`config.mk`:
```
export PLATFORM = sky130hd
export DESIGN_NAME = sync_fifo_ctrl
export DESIGN_NICKNAME = d
export VERILOG_FILES = /design/src/rtl/sync_fifo_pkg.sv /design/src/rtl/sync_fifo_mem.sv /design/src/rtl/sync_fifo_ctrl.sv
export SDC_FILE = /design/constraint.sdc
export NUM_CORES = 1
export LEC_CHECK = 0
export ABC_AREA = 1
export BUFFER_PORTS_ARGS = -buffer_cell sky130_fd_sc_hd__buf_4
export CAP_MARGIN = 15
export CORE_MARGIN = 2
export CORE_UTILIZATION = 43
export DETAILED_ROUTE_END_ITERATION = 8
export PLACE_DENSITY = 0.66
export SLEW_MARGIN = 20
export SYNTH_ARGS = -nofsm -noshare
export SYNTH_HDL_FRONTEND = slang
export SYNTH_SLANG_ARGS = --single-unit
```
`constraint.sdc`:
```
create_clock -name clk -period 4.2 [get_ports clk]
set_input_delay 0.84 -clock clk [delete_from_list [all_inputs] [get_ports clk]]
set_output_delay 0.84 -clock clk [all_outputs]
set_load 0.1 [all_outputs]
```
`src/rtl/sync_fifo_pkg.sv`:
```
// Shared defaults and helpers for the single-clock FIFO.
// Read mode is selected at compile time by SYNC_FIFO_FWFT_EN (see sync_fifo_mem).
package sync_fifo_pkg;

  localparam int DEFAULT_DATA_WIDTH = 41;
  localparam int DEFAULT_ADDR_WIDTH = 4;

  // Pointers carry one extra wrap bit; the caller truncates the 32-bit
  // difference to ADDR_WIDTH+1 bits, which yields the modulo occupancy.
  function automatic logic [31:0] calc_level(input logic [31:0] wr_ptr,
                                             input logic [31:0] rd_ptr);
    return wr_ptr - rd_ptr;
  endfunction

  function automatic bit thresh_ok(input int afull_thresh,
                                   input int aempty_thresh,
                                   input int addr_width);
    int depth;
    depth = 1 << addr_width;
    return (afull_thresh >= 1) && (afull_thresh <= depth) &&
           (aempty_thresh >= 0) && (aempty_thresh <= depth - 1);
  endfunction

endpackage

```
`src/rtl/sync_fifo_mem.sv`:
```
// Storage array for sync_fifo_ctrl: one write port, one read port, no reset on storage.
// SYNC_FIFO_FWFT_EN defined: combinational read; undefined: registered read.
module sync_fifo_mem
  import sync_fifo_pkg::*;
#(
  parameter int DATA_WIDTH = DEFAULT_DATA_WIDTH,
  parameter int ADDR_WIDTH = DEFAULT_ADDR_WIDTH
) (
  input  logic                  clk,
  input  logic                  rst_n,
  input  logic                  wr_en,
  input  logic [ADDR_WIDTH-1:0] wr_addr,
  input  logic [DATA_WIDTH-1:0] wr_data,
  input  logic                  rd_en,
  input  logic [ADDR_WIDTH-1:0] rd_addr,
  output logic [DATA_WIDTH-1:0] rd_data
);

  localparam int DEPTH = 1 << ADDR_WIDTH;

  logic [DATA_WIDTH-1:0] mem_q [DEPTH];

  always_ff @(posedge clk) begin
    if (wr_en) begin
      mem_q[wr_addr] <= wr_data;
    end
  end

`ifdef SYNC_FIFO_FWFT_EN
  // Head word is presented directly; the pop only advances the pointer upstream.
  logic unused_rd_ctrl;
  assign unused_rd_ctrl = &{1'b0, rst_n, rd_en};
  assign rd_data        = mem_q[rd_addr];
`else
  logic [DATA_WIDTH-1:0] rd_data_q;
  logic [DATA_WIDTH-1:0] rd_data_d;

  always_comb begin
    rd_data_d = rd_data_q;
    if (rd_en) begin
      rd_data_d = mem_q[rd_addr];
    end
  end

  always_ff @(posedge clk or negedge rst_n) begin
    if (!rst_n) begin
      rd_data_q <= '0;
    end else begin
      rd_data_q <= rd_data_d;
    end
  end

  assign rd_data = rd_data_q;
`endif

endmodule

```
`src/rtl/sync_fifo_ctrl.sv`:
```
// Single-clock FIFO: pointers, level, threshold flags, sticky errors, flush.
// Read mode chosen by SYNC_FIFO_FWFT_EN (first-word-fall-through when defined).
module sync_fifo_ctrl
  import sync_fifo_pkg::*;
#(
  parameter int DATA_WIDTH    = DEFAULT_DATA_WIDTH,
  parameter int ADDR_WIDTH    = DEFAULT_ADDR_WIDTH,
  parameter int AFULL_THRESH  = (1 << ADDR_WIDTH) - 2,
  parameter int AEMPTY_THRESH = 1
) (
  input  logic                  clk,
  input  logic                  rst_n,
  input  logic                  clr,
  input  logic                  wr_en,
  input  logic [DATA_WIDTH-1:0] wr_data,
  input  logic                  rd_en,
  output logic [DATA_WIDTH-1:0] rd_data,
  output logic                  full,
  output logic                  empty,
  output logic                  almost_full,
  output logic                  almost_empty,
  output logic [ADDR_WIDTH:0]   level,
  input  logic                  err_clr,
  output logic                  overflow,
  output logic                  underflow
);

  localparam int PW    = ADDR_WIDTH + 1;
  localparam int DEPTH = 1 << ADDR_WIDTH;

  localparam logic [PW-1:0] LVL_FULL   = PW'(DEPTH);
  localparam logic [PW-1:0] LVL_AFULL  = PW'(AFULL_THRESH);
  localparam logic [PW-1:0] LVL_AEMPTY = PW'(AEMPTY_THRESH);

  logic [PW-1:0] wr_ptr_q, wr_ptr_d;
  logic [PW-1:0] rd_ptr_q, rd_ptr_d;
  logic          overflow_q, overflow_d;
  logic          underflow_q, underflow_d;
  logic [PW-1:0] level_w;
  logic          full_w, empty_w;
  logic          wr_acc, rd_acc, wr_rej, rd_rej;

  assign level_w = PW'(calc_level(32'(wr_ptr_q), 32'(rd_ptr_q)));
  assign full_w  = (level_w == LVL_FULL);
  assign empty_w = (level_w == '0);

  // Flush masks both requests so neither moves a pointer nor raises an error.
  always_comb begin
    wr_acc      = 1'b0;
    rd_acc      = 1'b0;
    wr_rej      = 1'b0;
    rd_rej      = 1'b0;
    wr_ptr_d    = wr_ptr_q;
    rd_ptr_d    = rd_ptr_q;
    overflow_d  = overflow_q;
    underflow_d = underflow_q;

    if (clr) begin
      wr_ptr_d = '0;
      rd_ptr_d = '0;
    end else begin
      wr_acc   = wr_en && !full_w;
      rd_acc   = rd_en && !empty_w;
      wr_rej   = wr_en && full_w;
      rd_rej   = rd_en && empty_w;
      wr_ptr_d = wr_ptr_q + {{ADDR_WIDTH{1'b0}}, wr_acc};
      rd_ptr_d = rd_ptr_q + {{ADDR_WIDTH{1'b0}}, rd_acc};
    end

    if (err_clr) begin
      overflow_d  = 1'b0;
      underflow_d = 1'b0;
    end
    if (wr_rej) begin
      overflow_d = 1'b1;
    end
    if (rd_rej) begin
      underflow_d = 1'b1;
    end
  end

  always_ff @(posedge clk or negedge rst_n) begin
    if (!rst_n) begin
      wr_ptr_q    <= '0;
      rd_ptr_q    <= '0;
      overflow_q  <= 1'b0;
      underflow_q <= 1'b0;
    end else begin
      wr_ptr_q    <= wr_ptr_d;
      rd_ptr_q    <= rd_ptr_d;
      overflow_q  <= overflow_d;
      underflow_q <= underflow_d;
    end
  end

  sync_fifo_mem #(
    .DATA_WIDTH (DATA_WIDTH),
    .ADDR_WIDTH (ADDR_WIDTH)
  ) u_mem (
    .clk     (clk),
    .rst_n   (rst_n),
    .wr_en   (wr_acc),
    .wr_addr (wr_ptr_q[ADDR_WIDTH-1:0]),
    .wr_data (wr_data),
    .rd_en   (rd_acc),
    .rd_addr (rd_ptr_q[ADDR_WIDTH-1:0]),
    .rd_data (rd_data)
  );

  assign level        = level_w;
  assign full         = full_w;
  assign empty        = empty_w;
  assign almost_full  = (level_w >= LVL_AFULL);
  assign almost_empty = (level_w <= LVL_AEMPTY);
  assign overflow     = overflow_q;
  assign underflow    = underflow_q;

endmodule

```
# Yosys cells after proc, flatten, opt, wreduce, memory -nomap -nowiden
# Memories as Yosys holds them, arrays and structs flattened. A register that Yosys moved wholly into a read port is not among the register bits.
# Index checks and enable logic that the tools add are counted.
# totals
reg_bits	12
latchBits	0
ramBits	656
mem_bits_ro	0
input_bits	47
elab_cells	32
n_memories	1
# mem_list
name	words	word_bits	rd	rd_clocked_by_memory_dff	write_ports	line_no	text
u_mem.mem_q	16	41	1	1	1	sync_fifo_mem.sv:21	logic [DATA_WIDTH-1:0] mem_q [DEPTH];
# op_classes
add_sub_neg	3
multipliers	0
div_mod_pow	0
magnitude_cmp	2
n_eq_ne	1
shift	0
muxes	11
bitwise_logic	0
reduce_logical	10
# op_table
operator	n
$add A5 B1 Y5	2
$mux W5	2
$mux W1	9
$eq A5 B5 Y1 const B	1
$ge A5 B4 Y1 const B	1
$le A5 B1 Y1 const B	1
$logic_not A5 Y1	1
$sub A5 B5 Y5	1
$logic_and A1 B1 Y1	4
$reduce_bool A2 Y1	2
$logic_not A1 Y1	3

# Longest topological paths before layout
# Gate-level depths: netlist (run 1).
# logic_depth
depth_word	7
depth_mapped	19
depth_no_buf	17

# Modules after synthesis
# A second synthesis (run 1) with hierarchy kept.
# unflattened
cells_unflattened	2455
area_unflattened_um2	28875.2
# by_module_without_submodules
module	instances	cells_each	area_each_um2	seq_area_each_um2
sync_fifo_mem	1	2351	28050.7	20724.9
sync_fifo_ctrl	1	104	824.5	300.3

# Worst setup path after synthesis (run 1)
# No wires, ideal clock.
# synth_timing
path_type	register to output
start	register rd_ptr_q[2]
end	output almost_full
arrival_ps	5382
slack_ps	-2022
path_stages_with_launch	9
cell_sequence	dfrtp_1 > buf_2 > inv_1 > buf_2 > buf_2 > ha_1 > xnor2_1 > inv_1 > o31ai_1
# synth_between
elab_chain_cells	2
# synth_lines
item	line_no	text
from (decl)	sync_fifo_ctrl.sv:36	logic [PW-1:0] rd_ptr_q, rd_ptr_d;
from (signal assigned)	sync_fifo_ctrl.sv:90	rd_ptr_q <= rd_ptr_d;
$sub A5 B5 Y5	sync_fifo_pkg.sv:12	return wr_ptr - rd_ptr;
named net level[2]	sync_fifo_ctrl.sv:22	output logic [ADDR_WIDTH:0] level,
$ge A5 B4 Y1	sync_fifo_ctrl.sv:113	assign almost_full = (level_w >= LVL_AFULL);
to (decl)	sync_fifo_ctrl.sv:20	output logic almost_full,
# The timed path passes the listed nets, and every way through them passes these cells.

# Final worst setup path (run 1)
# layout_timing
start	register rd_ptr_q[0]
end	output almost_empty
# layout_between
elab_chain_cells	2
# layout_lines
item	line_no	text
$sub A5 B5 Y5	sync_fifo_pkg.sv:12	
$le A5 B1 Y1	sync_fifo_ctrl.sv:114	assign almost_empty = (level_w <= LVL_AEMPTY);
to (decl)	sync_fifo_ctrl.sv:21	output logic almost_empty,
# No other way between the ends.

==> results.sh, run 1 <==
export IMPL_clock_skew_ps=12.76
export IMPL_dp_hpwl_mm=38.43
export IMPL_yosysMostFrequentCell="nand2_1"
export IMPL_critPathMaxFanout=3
export IMPL_root_buffer="clkbuf_16"
export IMPL_yosysTopAreaCell="edfxtp_1"
export IMPL_ys_seq_area_share_pct=68.95
export IMPL_layout_setup_ws_ps=592.1
export IMPL_hp_class="in2async"
export IMPL_cts_resized_gates=0
export IMPL_wirelength_mm=76.81
export IMPL_place_ws_ps=620.8
export IMPL_gp_congestion=0.7732
export IMPL_ir_worst_vdd_mv=0.6121
export IMPL_grt_pass1_vias=19932
export IMPL_final_nets=3094
export IMPL_overflow=0
export IMPL_core_um2=70150
export IMPL_die_area_um2=73060
export IMPL_worstPathArrival_ps=2770
export IMPL_start_util_pct=43.47
export IMPL_port_buffer_count=98
export IMPL_synth_seq_cells=709
export IMPL_outcome="completed"
export IMPL_antenna_found_initial=3
export IMPL_hold_violations=0
export IMPL_dr_total_vias=20360
export IMPL_synth_edff_count=656
export IMPL_period_minus_slack_ps=3608
export IMPL_first_iter_violations=1878
export IMPL_ios=99
export IMPL_crit_path_end_kind="output pin"
export IMPL_power_clock_fraction_pct=30.4
export IMPL_detail_route_wl_per_cell_um=19.03
export IMPL_whs_ps=368.5
export IMPL_ant_nets=0
export IMPL_slew_viol_final=0
export IMPL_yosysUniqueCellTypes=25
export IMPL_maxCapViolCount=0
export IMPL_grt_max_degree=167
export IMPL_fin_crit_sh_pct=85.90
export IMPL_cts_sinks=709
export IMPL_drc=0
export IMPL_clk_latency_ps=610
export IMPL_comb_power_share_pct=32.6
export IMPL_syn_inst=2964
export IMPL_n_antenna_cell=0
export IMPL_dr_pass1_iters=6
export IMPL_synth_area_um2=30490
export IMPL_powerDensity_nw_per_um2=638.0
export IMPL_yosysWarnings=0
export IMPL_cts_max_level=3
export IMPL_seqPwrFrac_pct=37.0
export IMPL_synth_top_area_share_pct=64.60
export IMPL_reg2reg_depth=12
export IMPL_cts_tree="built"
export IMPL_setup_viol=0
export IMPL_power_leakage_nw=15.04
export IMPL_die_width_um=270.3
export IMPL_cts_setup_buffers=0
export IMPL_vias_per_cell=5.045
export IMPL_num_rows=97
export IMPL_grt_pass1_wl_mm=117.1
export IMPL_rsz0062_at_grt="false"
export IMPL_p_switching_mw=8.459
export IMPL_cts_hold_buf=0
export IMPL_worstPathRequired_ps=3360
export IMPL_gr_usage_all_layers_pct=21.01
export IMPL_path_class="reg2out"
export IMPL_clk_pin_slew_ps=60
export IMPL_syn_area_per_cell_um2=10.29
export IMPL_synth_top_cells_by_count="nand2_1 (981), edfxtp_1 (656), nand3_1 (537), inv_1 (520), buf_2 (103)"
export IMPL_async_flop_share_pct=7.475
export IMPL_die_h_um=270.3
export IMPL_tightest_slew_ps=1160
export IMPL_fmax_ghz=0.2772
export IMPL_numCtsBuffers=75
export IMPL_synth_area_top_cells="edfxtp_1 (65%), nand2_1 (12%), nand3_1 (8.8%), inv_1 (6.4%), dfrtp_1 (4.3%)"
export IMPL_p_int_mw=13.78
export IMPL_layout_drive_gt1_share_pct=9.399
export IMPL_synthToLayoutAreaGrowth_pct=14.34
export IMPL_mappedNetlistNets=3020
export IMPL_start_kind="flop"
export IMPL_max_slew_margin_pct=22.66
export IMPL_cts_max_path_buffers=3
export IMPL_swShare_pct=38.03
export IMPL_ys_flop_type="edfxtp_1"
-- layout by cell type (no fill, tap or decap), drive strengths merged --
cell and n:
a21oi 6, clkbuf 91, clkinv 31, clkinvlp 1
o21ai 5, bufinv 9, fa 1, xnor2 1
a311oi 1, ha 8, buf 148, nor3 2
dfrtp 53, nand2 984, inv 525, a31oi 1
nand4 1, o31ai 1, edfxtp 656, nand3 537
nor2 33, nand3b 1
-- sequential cells by signal, summed over array words and instances, names as in the netlist --
register,flops
wr_ptr_q,5
overflow,1
u_mem.mem_q,656
u_mem.rd_data,41
rd_ptr_q,5
underflow,1
-- final cells by class --
cell class	instances	area, um2
inverters	522	1974
repair buffers	148	1249
well taps	940	1176
flip-flops and latches	709	21040
multi-input cells	1582	6905
clock inverters	44	459.2
fillers	6251	35290
clock buffers	91	2062
-- path summary, 6_finish.rpt --
check                                           endpoint                          start  slack (ps)
setup / recovery                            almost_empty          rd_ptr_q[0]$_DFF_PN0_         590
hold / removal             u_mem.rd_data[21]$_DFFE_PN0P_                          rst_n         370
setup reg to reg             u_mem.mem_q[3][7]$_DFFE_PP_          rd_ptr_q[0]$_DFF_PN0_         640
hold reg to reg            u_mem.rd_data[23]$_DFFE_PN0P_  u_mem.rd_data[23]$_DFFE_PN0P_         470
max in group asynchronous          rd_ptr_q[0]$_DFF_PN0_                          rst_n        3150
min in group clk                    overflow$_DFFE_PN0P_                        err_clr         470
-- power groups by stage --
stage / Combinational [mW] / Sequential, mW / Clock (mW)
global placement: 7.22 / 8.37 / 0
global route: 7.89 / 8.26 / 7.14
floorplan: 4.15 / 9.68 / 0
finish: 7.25 / 8.23 / 6.76
CTS: 7.30 / 8.23 / 6.86
detailed placement: 7.28 / 8.38 / 0
-- critical path: stages, from the launching register on --
cell and delay, ps:
dfrtp_4 470, ha_1 220, fa_1 430, nand3b_1 200, nand2_1 80, nand2_1 50
nand2_1 140, inv_1 100, nor3_2 160, buf_4 310
-- cells by family after synthesis --
logic type | count (synthesis) | synth area share, %
and+or+nand+nor | 1558 | 21.46
DFF | 709 | 68.95
buffers and inverters | 673 | 8.904
AOI/OAI and AO/OA | 14 | 0.2544
adders and majority gates | 9 | 0.3939
xor gates and xnor gates | 1 | 0.02873
-- through the flow --
step                      cells  total power, mW  utilization (%)  area [um2]  setup TNS (ps)
after global placement     3901            15.59            46.10       32340               0
after floorplan            2964            13.83                -       30630          -441.4
final                      4036            22.24            49.70       34860               0
after CTS                  4036            22.40            49.70       34860               0
after global routing       4036            23.28            49.70       34860               0
after detailed placement   3901            15.66            46.10       32340               0
-- layer usage --
layer | track usage, % | vias to the layer above | wire length, um
met5 | 0 | - | 38
met4 | 6.470 | 6 | 1958
met3 | 3.263 | 140 | 4736
met2 | 36.16 | 626 | 37760
met1 | 27.40 | 9886 | 32310
li1 | - | 9702 | -
No activity file was read; power rests on OpenSTA's default activity.
==> run 2, diff against run 1 <==
==> constraint.sdc (replaced) <==
create_clock -name clk -period 4.2 [get_ports clk]
set_input_delay 0.21 -clock clk [delete_from_list [all_inputs] [get_ports clk]]
set_output_delay 0.21 -clock clk [all_outputs]
set_load 0.1 [all_outputs]
==> run 2 against run 1 <==
  * Via count is essentially flat
  * Utilization grew 0.53 points
  * Global-route usage shrank 0.62 points
  * Critical path depth is the same
  * Critical endpoint is now empty
  * Count of clock-buffer cells in the layout grew 5
  * Cell count grew 0.94%
  * Die area is the same
==> results.sh, run 2 (synthesis results as in run 1) <==
export IMPL_cts_max_level=3
export IMPL_period_minus_slack_ps=3447
export IMPL_tightest_slew_ps=1115
export IMPL_detail_route_wl_per_cell_um=18.45
export IMPL_rsz0062_at_grt="false"
export IMPL_path_class="reg2out"
export IMPL_layout_setup_ws_ps=752.6
export IMPL_first_iter_violations=1802
export IMPL_slew_viol_final=0
export IMPL_max_stage_delay_ps=490
export IMPL_die_width_um=270.3
export IMPL_top_register="u_mem.mem_q"
export IMPL_ant_nets=0
export IMPL_wirelength_mm=75.18
export IMPL_crit_family="simple AND/OR/NAND/NOR gates"
export IMPL_dr_pass1_iters=7
export IMPL_dp_hpwl_mm=39.46
export IMPL_hold_violations=0
export IMPL_cts_max_path_buffers=3
export IMPL_critPathSlowestCell="dfrtp_4"
export IMPL_start_util_pct=43.47
export IMPL_max_slew_margin_pct=25.70
export IMPL_powerDensity_nw_per_um2=631.3
export IMPL_root_buffer="clkbuf_16"
export IMPL_fin_crit_sh_pct=82.08
export IMPL_maxCapViolCount=0
export IMPL_layout_drive_gt1_share_pct=8.998
export IMPL_seqCellArea_um2=21040
export IMPL_gp_congestion=0.7585
export IMPL_overflow=0
export IMPL_seqPwrFrac_pct=37.2
export IMPL_crit_path_end_kind="output pin"
export IMPL_clock_skew_ps=24.31
export IMPL_total_power_mw=22.25
export IMPL_power_leakage_nw=15.17
export IMPL_comb_power_share_pct=32.5
export IMPL_p_switching_mw=8.543
export IMPL_num_rows=97
export IMPL_port_buffer_count=98
export IMPL_grt_pass1_wl_mm=115.6
export IMPL_outcome="completed"
export IMPL_numCtsBuffers=76
export IMPL_power_clock_fraction_pct=30.3
export IMPL_grt_max_degree=175
export IMPL_die_h_um=270.3
export IMPL_worstPathCellList="ha_1 -> fa_1 -> nand3b_1 -> nand2_1 -> nand2_1 -> nand2_1 -> nand4_4 -> inv_1 -> buf_4"
export IMPL_fmax_ghz=0.2901
export IMPL_n_antenna_cell=0
export IMPL_critPathMaxFanout=22
export IMPL_ios=99
export IMPL_start_kind="flop"
export IMPL_final_nets=3130
export IMPL_grt_pass1_vias=19843
export IMPL_mostFrequentLayoutCells="nand2_1 (981), edfxtp_1 (656), nand3_1 (537)"
export IMPL_worstPathArrival_ps=3240
export IMPL_final_common_cell="nand2_1"
export IMPL_worstPathRequired_ps=3990
export IMPL_dp_cells=3891
export IMPL_antenna_found_initial=0
export IMPL_drc=0
export IMPL_ir_worst_vdd_mv=0.5420
export IMPL_critical_path_buf_inv_count=2
export IMPL_crit_top_cell="nand2_1"
export IMPL_whs_ps=110.5
export IMPL_cts_tree="built"
export IMPL_synthToLayoutAreaGrowth_pct=15.56
export IMPL_swShare_pct=38.40
export IMPL_largest_reg_flops=656
export IMPL_clk_latency_ps=630
export IMPL_cts_sinks=709
export IMPL_multi_input_area_um2=6900
export IMPL_setup_viol=0
export IMPL_vias_per_cell=4.996
export IMPL_clk_pin_slew_ps=50
export IMPL_die_area_um2=73060
export IMPL_p_int_mw=13.70
export IMPL_dr_total_vias=20354
export IMPL_gr_usage_all_layers_pct=20.39
export IMPL_hp_class="in2reg"
export IMPL_place_ws_ps=799.7
export IMPL_core_um2=70150
export IMPL_nFillCells=6291
export IMPL_fin_cells=4074
[run 2: cell count changes in the layout (fill, tap and decap cells not counted), sizes merged]
| cell | change |
|---|---|
| bufinv | -1 |
| inv | +4 |
| clkinvlp | +1 |
| clkbuf | +5 |
| clkinv | -6 |
| buf | -10 |
| dlygate4sd3 | +45 |
[run 2: per-layer routing]
layer	track usage [%]	part of all wire, %	up-vias
met2	34.87	49	626
met1	26.84	42	9805
met3	3.183	6.1	136
li1	-	-	9787
met5	0	0	-
met4	6.106	2.6	0
[run 2: final timing paths]
kind,startpoint,end,slack [ps],cells after the start
setup / recovery,rd_ptr_q[0]$_DFF_PN0_,empty,750,9
setup reg to reg,rd_ptr_q[0]$_DFF_PN0_,u_mem.mem_q[7][11]$_DFFE_PP_,820,12
hold / removal,wr_en,wr_ptr_q[0]$_DFF_PN0_,110,6
min in group asynchronous,rst_n,overflow$_DFFE_PN0P_,240,2
hold reg to reg,u_mem.rd_data[13]$_DFFE_PN0P_,u_mem.rd_data[13]$_DFFE_PN0P_,470,2
max in group asynchronous,rst_n,rd_ptr_q[1]$_DFF_PN0_,3280,2
[run 2: final cells by class]
type | instances | share of cell area (%)
clock inverters | 42 | 1.342
flip-flops and latches | 709 | 59.70
multi-input cells | 1582 | 19.58
clock buffers | 96 | 5.752
repair buffers | 183 | 4.680
well taps | 940 | 3.338
inverters | 522 | 5.603
[run 2: repair_timing]
action                    CTS  global route
hold endpoints to repair  721             0
hold buffers               45             0
gates resized for setup     0             0
buffers inserted            0             0
[run 2: tightest hold or removal path: stages]
cell and delay (ps):
buf_4 80, inv_1 40, nor2_1 120, ha_1 140
inv_1 40, nor2_1 70
[run 2: through the flow]
step | TNS, ps | cell area (um2) | utilization, %
3_5_place_dp | 0 | 32290 | 46.03
5_1_grt | 0 | 35240 | 50.23
2_1_floorplan | -106470 | 30540 | -
6_report | 0 | 35240 | 50.23
4_1_cts | 0 | 35240 | 50.23
3_3_place_gp | 0 | 32290 | 46.03
[run 2: power by group through the flow]
stage                     logic (mW)  registers [mW]  clock network [mW]
after floorplan                 4.12            9.68                   0
after global placement          7.18            8.44                   0
after detailed placement        7.22            8.43                   0
after CTS                       7.28            8.29                6.85
after global routing            7.87            8.31                7.10
final                           7.23            8.28                6.73
==> run 3, diff against run 2 <==
Settings changed: ABC_AREA 1 to 0, PLACE_DENSITY 0.66 to 0.64.
Clock period 4.2 ns to 3.6 ns, I/O delays scaled along.
==> run 3 against run 2 <==
  * Synthesized area fell by 12%
  * Non-clock buffer count rose by 5
  * Largest power group unchanged
  * Flip-flop and latch count did not move
  * Critical endpoint unchanged
  * Via count fell by 38%
  * Worst setup slack got worse by 480 ps
  * Worst hold slack improved by 7.1 ps
==> results.sh, run 3 <==
export IMPL_synth_edff_count=656
export IMPL_cts_sinks=709
export IMPL_start_util_pct=43.50
export IMPL_final_common_cell="edfxtp_1"
export IMPL_reg2reg_slack_ps=420
export IMPL_grt_pass1_wl_mm=86.35
export IMPL_ant_nets=0
export IMPL_muxShareOfSynthArea_pct=15.48
export IMPL_tightest_slew_ps=1123
export IMPL_synthToLayoutAreaGrowth_pct=19.52
export IMPL_dr_total_vias=12710
export IMPL_gp_congestion=0.7480
export IMPL_overflow=0
export IMPL_die_h_um=253.8
export IMPL_top_register="u_mem.mem_q"
export IMPL_cts_max_level=3
export IMPL_worstPathRequired_ps=3420
export IMPL_syn_area_per_cell_um2=22.59
export IMPL_worstPathArrival_ps=3150
export IMPL_yosysUniqueCellTypes=35
export IMPL_synth_top_area_share_pct=73.39
export IMPL_hold_violations=0
export IMPL_mappedNetlistNets=1244
export IMPL_synth_top_family_by_area="multiplexers"
export IMPL_root_buffer="clkbuf_16"
export IMPL_synth_compound_area_share_pct=2.559
export IMPL_die_area_um2=64440
export IMPL_final_nets=1446
export IMPL_num_rows=91
export IMPL_synth_area_um2=26840
export IMPL_clk_latency_ps=620
export IMPL_powerDensity_nw_per_um2=742.7
export IMPL_first_iter_violations=1226
export IMPL_yosysMostFrequentCell="edfxtp_1"
export IMPL_dr_pass1_iters=5
export IMPL_async_flop_share_pct=7.475
export IMPL_antenna_found_initial=1
export IMPL_grt_max_degree=168
export IMPL_drc=0
export IMPL_dp_cells=2108
export IMPL_clock_skew_ps=28.98
export IMPL_grt_pass1_vias=13251
export IMPL_outcome="completed"
export IMPL_core_um2=61710
export IMPL_rsz0062_at_grt="false"
export IMPL_cts_resized_gates=0
export IMPL_max_stage_delay_ps=490
export IMPL_ir_worst_vdd_mv=0.4510
export IMPL_largest_reg_flops=656
export IMPL_synth_seq_cells=709
export IMPL_critPathMaxFanout=6
export IMPL_synth_top_cells_by_count="edfxtp_1 (656), mux4_2 (164), a22oi_1 (82), dfrtp_1 (53), nand2_1 (47)"
export IMPL_port_buffer_count=98
export IMPL_worstPathCellList="ha_1 -> fa_1 -> nand2b_1 -> a21oi_2 -> xnor2_4 -> or3_1 -> inv_1 -> buf_4"
export IMPL_yosysWarnings=0
export IMPL_setup_viol=0
export IMPL_total_power_mw=23.83
export IMPL_clk_pin_slew_ps=60
export IMPL_post_route_util_pct=51.99
export IMPL_synth_simple_area_share_pct=1.604
export IMPL_start_kind="flop"
export IMPL_fin_cells=2286
export IMPL_cts_tree="built"
export IMPL_crit_family="adder cells"
export IMPL_synth_adder_area_share_pct=0.4475
export IMPL_layout_drive_gt1_share_pct=33.08
export IMPL_ys_flop_type="edfxtp_1"
export IMPL_fin_crit_sh_pct=92.47
export IMPL_cts_max_path_buffers=3
export IMPL_path_class="reg2out"
export IMPL_mostFrequentLayoutCells="edfxtp_1 (656), mux4_2 (164), buf_4 (120)"
export IMPL_vias_per_cell=5.560
export IMPL_whs_ps=117.6
export IMPL_ys_seq_area_share_pct=78.33
export IMPL_hp_class="in2reg"
export IMPL_fmax_ghz=0.3004
export IMPL_maxCapViolCount=0
export IMPL_period_minus_slack_ps=3329
export IMPL_numCtsBuffers=72
export IMPL_die_width_um=253.8
export IMPL_dp_hpwl_mm=30.36
export IMPL_critPathSlowestCell="dfrtp_4"
export IMPL_yosysTopAreaCell="edfxtp_1"
export IMPL_crit_path_end_kind="output pin"
export IMPL_critical_path_buf_inv_count=2
export IMPL_wirelength_mm=57.78
export IMPL_gr_usage_all_layers_pct=18.48
export IMPL_power_leakage_nw=10.39
export IMPL_slew_viol_final=0
export IMPL_max_slew_margin_pct=25.13
export IMPL_synthXorXnorAreaFrac_pct=0.3822
export IMPL_detail_route_wl_per_cell_um=25.28
export IMPL_syn_inst=1188
export IMPL_synth_area_top_cells="edfxtp_1 (73%), mux4_2 (14%), dfrtp_1 (4.9%), a22oi_1 (2.3%), mux2_2 (1.3%)"
export IMPL_ios=99
[run 3: changes by cell type after synthesis, moves of 10 or more]
cell	delta
nor3_1	+10
mux2_2	+31
nand2_1	-934
a22oi_1	+82
inv_1	-509
buf_2	-83
nand3_1	-531
nor2_1	-19
mux2_1	+10
clkbuf_1	+13
mux4_2	+164
buf_1	-14
[run 3: layer usage]
metal	vias up	GRT usage, %	part of all wire (%)
li1	5415	-	-
met1	6820	25.95	43
met2	389	29.73	49
met3	84	3.493	5.7
met4	2	5.311	1.9
met5	-	0	0.022
[run 3: per-stage QoR]
stage / setup WS, ps / area (um2) / setup TNS, ps
4_1_cts: 232.3 / 32080 / 0
3_3_place_gp: 426.9 / 29280 / 0
2_1_floorplan: -482.5 / 27160 / -271860
6_report: 271.2 / 32080 / 0
3_5_place_dp: 401.4 / 29280 / 0
5_1_grt: 150.5 / 32080 / 0
[run 3: cell type report]
class                      instances  area (um2)
antenna                            1       2.502
clock buffer                     105        2120
clock inverter                    27       225.2
fill                            4858       29630
inverter                          11       43.79
multi-input combinational        408        5798
sequential                       709       21030
tap                              837        1047
timing repair buffer             188        1812
[run 3: cell families (layout without fill, tap and decap cells)]
| logic type | count (synthesis) | count (layout) |
|---|---|---|
| muxes | 205 | 205 |
| xor gates and xnor gates | 10 | 10 |
| AOI/OAI and AO/OA | 89 | 89 |
| other | 0 | 1 |
| buffers and inverters | 71 | 331 |
| and+or+nand+nor | 95 | 95 |
| adders and majority gates | 9 | 9 |
| DFF | 709 | 709 |
[run 3: final timing paths]
kind	cells past startpoint	endpoint	start
setup / recovery	8	empty	rd_ptr_q[0]$_DFF_PN0_
hold / removal	4	wr_ptr_q[0]$_DFF_PN0_	wr_en
setup reg to reg	12	rd_ptr_q[4]$_DFF_PN0_	rd_ptr_q[0]$_DFF_PN0_
hold reg to reg	1	u_mem.rd_data[35]$_DFFE_PN0P_	u_mem.rd_data[35]$_DFFE_PN0P_
max in group asynchronous	2	rd_ptr_q[2]$_DFF_PN0_	rst_n
min in group asynchronous	2	u_mem.rd_data[15]$_DFFE_PN0P_	rst_n
[run 3: tightest hold or removal path, cell delays in order]
cell and delay [ps]:
buf_4 100, nor2b_1 140, ha_1 130, nor2b_1 120
[run 3: repair_timing]
action | 4_1_cts | 5_1_grt
endpoints found under the setup margin | 0 | 0
hold buffers | 45 | 0
hold endpoints to repair | 721 | 0
setup buffers | 0 | 0
[run 3: power by group]
part | total (mW) | switching, mW | internal [mW]
clock network | 7.31 | 3.05 | 4.26
logic | 6.89 | 4.62 | 2.28
registers | 9.62 | 0.196 | 9.43
